## src/rtl/dram_pcie_read_streamer_pkg.sv

```systemverilog
// Types and constants for the DRAM -> PCIe read streamer.
//   ReadJobCmd : one read job (byte base address, line count, PCIe slot/pad)
//   ReadCtx    : per-read context queued until the matching response returns
//   state_t    : job FSM states
package dram_pcie_read_streamer_pkg;

  localparam int LINE_BYTES = 64;

  typedef struct packed {
    logic [63:0] addr;
    logic [31:0] lines;
    logic [15:0] slot;
    logic [3:0]  pad;
  } ReadJobCmd;

  typedef struct packed {
    logic        last;
    logic [15:0] slot;
    logic [3:0]  pad;
  } ReadCtx;

  typedef enum logic [0:0] {
    ST_IDLE  = 1'b0,
    ST_ISSUE = 1'b1
  } state_t;

  // Drop the byte offset inside a 64-byte line.
  function automatic logic [63:0] line_align(input logic [63:0] a);
    return {a[63:6], 6'b0};
  endfunction

endpackage

```

## src/rtl/shell_types.sv

```systemverilog
// Shell-wide transport types shared by the memory and PCIe sides.
//   MemReq     : request into the DRAM interleaver (valid, isWrite, addr, data)
//   MemResp    : response out of the DRAM interleaver (valid, data)
//   PCIEPacket : outgoing PCIe beat (valid, data, slot, pad, last)
package ShellTypes;

  localparam int MEM_DATA_W = 512;

  typedef struct packed {
    logic                  valid;
    logic                  isWrite;
    logic [63:0]           addr;
    logic [MEM_DATA_W-1:0] data;
  } MemReq;

  typedef struct packed {
    logic                  valid;
    logic [MEM_DATA_W-1:0] data;
  } MemResp;

  typedef struct packed {
    logic                  valid;
    logic [MEM_DATA_W-1:0] data;
    logic [15:0]           slot;
    logic [3:0]            pad;
    logic                  last;
  } PCIEPacket;

endpackage

```

## src/rtl/dram_pcie_read_streamer_fifo.sv

```systemverilog
// Synchronous FIFO with a combinational head read, so the consumer can pair
// the head entry with an incoming beat in the same cycle.
// Ports:
//   clk, rst        : clock, synchronous active-high reset (clears pointers)
//   push, push_data : enqueue (ignored when full)
//   pop             : dequeue (ignored when empty)
//   head            : oldest entry, valid while !empty
//   empty, full     : occupancy flags
module dram_pcie_read_streamer_fifo #(
  parameter int WIDTH     = 21,
  parameter int LOG_DEPTH = 6
) (
  input  logic             clk,
  input  logic             rst,
  input  logic             push,
  input  logic [WIDTH-1:0] push_data,
  input  logic             pop,
  output logic [WIDTH-1:0] head,
  output logic             empty,
  output logic             full
);

  localparam int DEPTH = 1 << LOG_DEPTH;

  logic [WIDTH-1:0]   mem [DEPTH];
  logic [LOG_DEPTH-1:0] wr_ptr_reg;
  logic [LOG_DEPTH-1:0] rd_ptr_reg;
  logic [LOG_DEPTH:0]   count_reg;

  logic do_push;
  logic do_pop;

  assign empty   = (count_reg == '0);
  assign full    = (count_reg == (LOG_DEPTH+1)'(DEPTH));
  assign do_push = push && !full;
  assign do_pop  = pop && !empty;
  assign head    = mem[rd_ptr_reg];

  // Storage carries no reset; stale entries are unreachable once pointers clear.
  always_ff @(posedge clk) begin
    if (do_push) begin
      mem[wr_ptr_reg] <= push_data;
    end
  end

  always_ff @(posedge clk) begin
    if (rst) begin
      wr_ptr_reg <= '0;
      rd_ptr_reg <= '0;
      count_reg  <= '0;
    end else begin
      if (do_push) wr_ptr_reg <= wr_ptr_reg + 1'b1;
      if (do_pop)  rd_ptr_reg <= rd_ptr_reg + 1'b1;
      unique case ({do_push, do_pop})
        2'b10:   count_reg <= count_reg + 1'b1;
        2'b01:   count_reg <= count_reg - 1'b1;
        default: count_reg <= count_reg;
      endcase
    end
  end

endmodule

```

## src/rtl/dram_pcie_read_streamer.sv

```systemverilog
// Read-back stage between a job-command source and the DRAM interleaver.
// A job (base address, line count, slot, pad) becomes one 64-byte read per
// line; in-flight reads are capped by a credit counter. Each response is
// paired with the queued context of its read and forwarded as a PCIe beat,
// with last set on the final line of the job.
// Ports:
//   clk, rst            : clock, synchronous active-high reset
//   cmd_*               : read-job command handshake and fields
//   mem_req_out         : read request (isWrite=0, data=0)
//   mem_req_grant_in    : request consumed this cycle
//   mem_resp_in         : read response, in request order
//   mem_resp_grant_out  : response consumed this cycle
//   pcie_packet_out     : outgoing beat
//   pcie_grant_in       : beat consumed this cycle
//   busy                : job issuing or reads outstanding
//   outstanding         : reads granted but not yet retired
//   err_orphan          : sticky, a response arrived with no context queued
module dram_pcie_read_streamer
  import ShellTypes::*;
  import dram_pcie_read_streamer_pkg::*;
#(
  parameter int MAX_OUTSTANDING = 32,
  parameter int LOG_CTX_DEPTH   = 6
) (
  input  logic                                 clk,
  input  logic                                 rst,
  input  logic                                 cmd_valid,
  output logic                                 cmd_ready,
  input  logic [63:0]                          cmd_addr,
  input  logic [31:0]                          cmd_lines,
  input  logic [15:0]                          cmd_slot,
  input  logic [3:0]                           cmd_pad,
  output MemReq                                mem_req_out,
  input  logic                                 mem_req_grant_in,
  input  MemResp                               mem_resp_in,
  output logic                                 mem_resp_grant_out,
  output PCIEPacket                            pcie_packet_out,
  input  logic                                 pcie_grant_in,
  output logic                                 busy,
  output logic [$clog2(MAX_OUTSTANDING+1)-1:0] outstanding,
  output logic                                 err_orphan
);

  localparam int OW = $clog2(MAX_OUTSTANDING + 1);

  // Every credit must have a context slot behind it.
  generate
    if ((2 ** LOG_CTX_DEPTH) < MAX_OUTSTANDING) begin : g_ctx_depth_check
      $error("context FIFO depth 2**LOG_CTX_DEPTH must be >= MAX_OUTSTANDING");
    end
  endgenerate

  state_t      state_reg;
  logic [63:0] cur_addr_reg;
  logic [31:0] remaining_reg;
  logic [15:0] slot_reg;
  logic [3:0]  pad_reg;
  logic [OW-1:0] outstanding_reg;
  logic        err_orphan_reg;

  ReadJobCmd cmd_job;
  ReadCtx    ctx_push_data;
  ReadCtx    ctx_head;
  logic      ctx_empty;
  logic      ctx_full;

  logic credit_ok;
  logic req_valid;
  logic req_fire;
  logic pkt_valid;
  logic retire;

  assign cmd_job = '{addr: line_align(cmd_addr), lines: cmd_lines,
                     slot: cmd_slot, pad: cmd_pad};

  assign credit_ok = (outstanding_reg < OW'(MAX_OUTSTANDING));
  assign req_valid = !rst && (state_reg == ST_ISSUE) && credit_ok && !ctx_full;
  assign req_fire  = req_valid && mem_req_grant_in;

  // Response path is combinational: a beat exists only when there is
  // context to pair it with.
  assign pkt_valid = !rst && mem_resp_in.valid && !ctx_empty;
  assign retire    = pkt_valid && pcie_grant_in;

  assign ctx_push_data = '{last: (remaining_reg == 32'd1), slot: slot_reg, pad: pad_reg};

  dram_pcie_read_streamer_fifo #(
    .WIDTH     ($bits(ReadCtx)),
    .LOG_DEPTH (LOG_CTX_DEPTH)
  ) u_ctx_fifo (
    .clk       (clk),
    .rst       (rst),
    .push      (req_fire),
    .push_data (ctx_push_data),
    .pop       (retire),
    .head      (ctx_head),
    .empty     (ctx_empty),
    .full      (ctx_full)
  );

  assign cmd_ready = !rst && (state_reg == ST_IDLE);

  assign mem_req_out = '{valid: req_valid, isWrite: 1'b0,
                         addr: cur_addr_reg, data: '0};

  assign pcie_packet_out = '{valid: pkt_valid, data: mem_resp_in.data,
                             slot: ctx_head.slot, pad: ctx_head.pad,
                             last: ctx_head.last};

  assign mem_resp_grant_out = retire;
  assign busy               = (state_reg == ST_ISSUE) || (outstanding_reg != '0);
  assign outstanding        = outstanding_reg;
  assign err_orphan         = err_orphan_reg;

  always_ff @(posedge clk) begin
    if (rst) begin
      state_reg       <= ST_IDLE;
      cur_addr_reg    <= '0;
      remaining_reg   <= '0;
      slot_reg        <= '0;
      pad_reg         <= '0;
      outstanding_reg <= '0;
      err_orphan_reg  <= 1'b0;
    end else begin
      unique case (state_reg)
        ST_IDLE: begin
          if (cmd_valid) begin
            cur_addr_reg  <= cmd_job.addr;
            remaining_reg <= cmd_job.lines;
            slot_reg      <= cmd_job.slot;
            pad_reg       <= cmd_job.pad;
            // A zero-line job is consumed without issuing anything.
            if (cmd_job.lines != 32'd0) state_reg <= ST_ISSUE;
          end
        end
        ST_ISSUE: begin
          if (req_fire) begin
            cur_addr_reg  <= cur_addr_reg + 64'(LINE_BYTES);
            remaining_reg <= remaining_reg - 32'd1;
            if (remaining_reg == 32'd1) state_reg <= ST_IDLE;
          end
        end
        default: state_reg <= ST_IDLE;
      endcase

      unique case ({req_fire, retire})
        2'b10:   outstanding_reg <= outstanding_reg + 1'b1;
        2'b01:   outstanding_reg <= outstanding_reg - 1'b1;
        default: outstanding_reg <= outstanding_reg;
      endcase

      if (mem_resp_in.valid && ctx_empty) err_orphan_reg <= 1'b1;
    end
  end

endmodule

```

## config.mk

```make
export PLATFORM = sky130hd
export DESIGN_NAME = dram_pcie_read_streamer
export DESIGN_NICKNAME = d
export VERILOG_FILES = /design/src/rtl/dram_pcie_read_streamer_pkg.sv /design/src/rtl/shell_types.sv /design/src/rtl/dram_pcie_read_streamer_fifo.sv /design/src/rtl/dram_pcie_read_streamer.sv
export SDC_FILE = /design/constraint.sdc
export NUM_CORES = 2
export LEC_CHECK = 0
export BUFFER_PORTS_ARGS = -buffer_cell sky130_fd_sc_hd__buf_2
export CAP_MARGIN = 40
export CORE_AREA = 3 3 681 683
export DETAILED_ROUTE_END_ITERATION = 10
export DIE_AREA = 0 0 684 686
export GPL_ROUTABILITY_DRIVEN = 0
export PLACE_DENSITY = 0.37
export SYNTH_ARGS = -nofsm -noshare
export SYNTH_HDL_FRONTEND = slang
export SYNTH_SLANG_ARGS = --single-unit
export TNS_END_PERCENT = 1
```

## constraint.sdc

```tcl
create_clock -name clk -period 5.5 [get_ports clk]
set_input_delay 0.275 -clock clk [delete_from_list [all_inputs] [get_ports clk]]
set_output_delay 0.275 -clock clk [all_outputs]
set_load 0.05 [all_outputs]
```

==> results.py <==
metrics = {
    "outcome": {
        "status": "finished clean",
    },
    "synthesis": {
        "synth_area_um2": 67100,
        "synth.avg_cell_area_um2": 16.2,
        "synth-seq-cells": 1487,
        "synth_edf_count": 1344,
        "synth_cells": 4145,
        "synth_cell_type_count": 84,
        "synthFlopType": "edfxtp_1",
        "seq_area_frac_synth_pct": 64.4,
        "async_reset_ff_share_pct": 0,
        "yosysWarnings": 0,
        "synth_top_area_share_pct": 60.2,
        "yosys.area.top_type": "edfxtp_1",
        "synth.area.top_cells": "edfxtp_1 60%, mux4_2 14%, buf_4 12%",
    },
    "timing": {
        "worst_pin_slew_ns": 0.928,
        "slew_headroom_pct": 38.2,
        "setup_viol": 0,
        "finalClockSkew_ns": 0.0853,
        "final-max-slew-violation-count": 0,
        "max_freq_mhz": 214,
        "rsz0062_at_grt": "false",
        "finalHoldViolCount": 0,
        "setup_tns_ns": 0,
        "fin_crit_ns": 4.67,
        "fin_crit_sh_pct": 84.9,
    },
    "grt": {
        "grt_max_degree": 70,
        "grt_pass1_vias": 35500,
        "grt_pass1_wl_um": 485000,
        "grt-ovfl-total": 0,
        "antenna_found_initial": 18,
        "track_usage_pct": 16.5,
    },
    "floorplanning": {
        "die_x_um": 684,
        "rows": 249,
        "fp.dieH_um": 686,
        "pin_count": 1756,
        "core_area_um2": 459000,
        "die_area_um2": 469000,
        "start_util_pct": 14.6,
    },
    "power": {
        "p_sw_w": 0.00633,
        "internal_power_w": 0.0189,
        "p_leak_nw": 24.8,
        "p_sw_share_pct": 25.1,
        "power.density_nw_per_um2": 326,
        "pwr-share-seq_pct": 49.4,
        "clkPwrFrac_pct": 43.0,
        "total_power_w": 0.0252,
        "combPwrFrac_pct": 7.6,
        "irDropWorstVdd_uv": 191,
    },
    "detailed_routing": {
        "antenna_left": 0,
        "wire_per_inst_um": 38.8,
        "drt_wl_total_um": 403000,
        "drc": 0,
        "drtIter0Drc": 3404,
        "vias": 37000,
        "drtPass1Iterations": 5,
        "viasPerCell": 3.56,
    },
    "layout": {
        "multi_input_area_um2": 17400,
        "regArea_um2": 43300,
        "largest_reg_flops": 1344,
        "final_common_cell": "edfxtp_1",
        "fin_cells": 10400,
        "layout-drive-gt1-share_pct": 27.1,
        "area_growth_pct": 15.4,
        "num-nets-final": 4746,
        "final_util_pct": 16.9,
        "fill_cells": 49800,
        "mostFrequentLayoutCells": "1,344 x edfxtp_1, 519 x conb_1, 420 x mux4_2, 205 x buf_2, 171 x clkbuf_16",
    },
    "worst_hold_path": {
        "hold_depth": 5,
        "hold_class": "in2reg",
    },
    "placed_design": {
        "place_inst": 9947,
        "dp_hpwl_um": 301000,
        "port_buffers": 206,
    },
    "critical_path": {
        "endpoint_kind": "output pin",
        "critPathMaxStageDelay_ns": 0.63,
        "worstPathRequired_ns": 5.22,
        "slowest_stage": "dfxtp_4",
        "path_max_fanout": 15,
        "crit_top_cell": "mux4_2",
        "rrSetupSlack_ns": 1.57,
        "crit_type": "reg2out",
        "r2r_cells": 11,
        "cp.arrival_ns": 4.39,
        "cp_cell_sequence": "buf_12, buf_4, mux4_2, mux4_2, a22oi_1, nand2_1, buf_2",
        "crit_path_start_kind": "flip-flop",
    },
    "clock_network": {
        "cts_buffer_depth": 4,
        "root_buffer": "clkbuf_16",
        "cts_resized": 0,
        "path_clk_slew_ns": 0.06,
        "numCtsBuffers": 168,
        "cts.sinks": 1487,
        "insertion_delay_ns": 0.82,
        "cts_tree": "built",
        "h-tree-depth": 4,
    },
    "job": {
        "max_cap_violations": 0,
    },
}
## critical path: cells and delay by family, from the launching register on
family | cells | cell delay [ns]
simple gates | 1 | 0.35
buf+inv | 3 | 0.88
flops | 1 | 0.63
compound gates | 1 | 0.60
mux | 2 | 1.13
## path summary, 6_finish.rpt
check	start	end
setup / recovery	flip-flop	pcie_packet_out[5]
setup reg to reg	u_ctx_fifo.count_reg[0]$_SDFFE_PP0P_	u_ctx_fifo.count_reg[6]$_SDFFE_PP0P_
hold / removal	cmd_lines[11]	remaining_reg[11]$_SDFFE_PP0P_
hold reg to reg	slot_reg[2]$_SDFFE_PP0P_	u_ctx_fifo.mem[30][6]$_DFFE_PP_
## power groups by stage
stage	Clock, W	Sequential, W	Combinational, W
final	0.0108	0.0124	0.00192
after detailed placement	0	0.0127	0.00187
after global routing	0.0117	0.0125	0.00203
after CTS	0.0112	0.0124	0.00195
after floorplan	0	0.0128	0.00246
after global placement	0	0.0127	0.00184
## per-stage QoR
step	instance area (um2)	hold slack [ns]	setup WS, ns
2_1_floorplan	69000	0.411	1.69
3_3_place_gp	70700	0.429	1.30
3_5_place_dp	70900	0.438	1.44
4_1_cts	77300	0.0144	0.565
5_1_grt	77300	0.139	0.534
6_report	77400	0.0886	0.832
## layout make-up
cell class,instances,area share [%]
inverter,31,0.152
sequential,1487,55.9
tap,6149,9.94
timing repair buffer,484,4.83
clock buffer,199,5.69
antenna,22,0.0711
clock inverter,94,0.994
multi-input combinational,1927,22.4
## metal layers
metal / global-route usage [%] / part of all wire, % / wire length, um
met5: 12.1 / 2.0 / 7980
met1: 17.5 / 36 / 143000
met3: 19.8 / 26 / 104000
met2: 20.0 / 36 / 143000
met4: 1.68 / 1.1 / 4500
## cells by family (layout without fill, tap and decap cells)
group / after synthesis / count (layout) / synth area share (%)
adders and majority gates: 13 / 13 / 0.254
xor gates and xnor gates: 18 / 18 / 0.235
other: 1 / 541 / 0.00559
muxes: 433 / 433 / 14.3
DFF: 1487 / 1487 / 64.4
buffers and inverters: 1249 / 808 / 12.9
AOI/OAI and AO/OA: 366 / 366 / 3.55
and+or+nand+nor: 578 / 578 / 4.32
## Yosys cell counts (5+ instances only)
| cell type | number |
|---|---|
| and3_2 | 6 |
| nor2_1 | 174 |
| nor3b_1 | 5 |
| o32ai_1 | 10 |
| or2_2 | 5 |
| o31a_1 | 6 |
| buf_4 | 1033 |
| nand2_1 | 155 |
| inv_1 | 29 |
| nor4_1 | 22 |
| a22oi_1 | 52 |
| or4_1 | 9 |
| and3_1 | 12 |
| nor2b_1 | 15 |
| nand2b_1 | 9 |
| nor3_1 | 41 |
| a311oi_1 | 7 |
| nand3_1 | 38 |
| mux2i_1 | 11 |
| or3_1 | 14 |
| o22ai_1 | 11 |
| mux4_2 | 420 |
| dfxtp_1 | 143 |
| and2_1 | 7 |
| a21oi_1 | 105 |
| and4_1 | 7 |
| clkbuf_1 | 135 |
| buf_1 | 16 |
| edfxtp_1 | 1344 |
| a211oi_1 | 20 |
| buf_2 | 30 |
| a31oi_1 | 23 |
| a21o_1 | 8 |
| o21ai_0 | 67 |
| ha_1 | 12 |
| nand3b_1 | 10 |
| o31ai_1 | 7 |
| xor2_1 | 14 |
| nand4_1 | 23 |
## repair_timing
action | 4_1_cts | 5_1_grt
buffers inserted | 0 | 0
hold endpoints to repair | 117 | 0
hold buffers | 131 | 0
(Power assumes the default switching activity.)
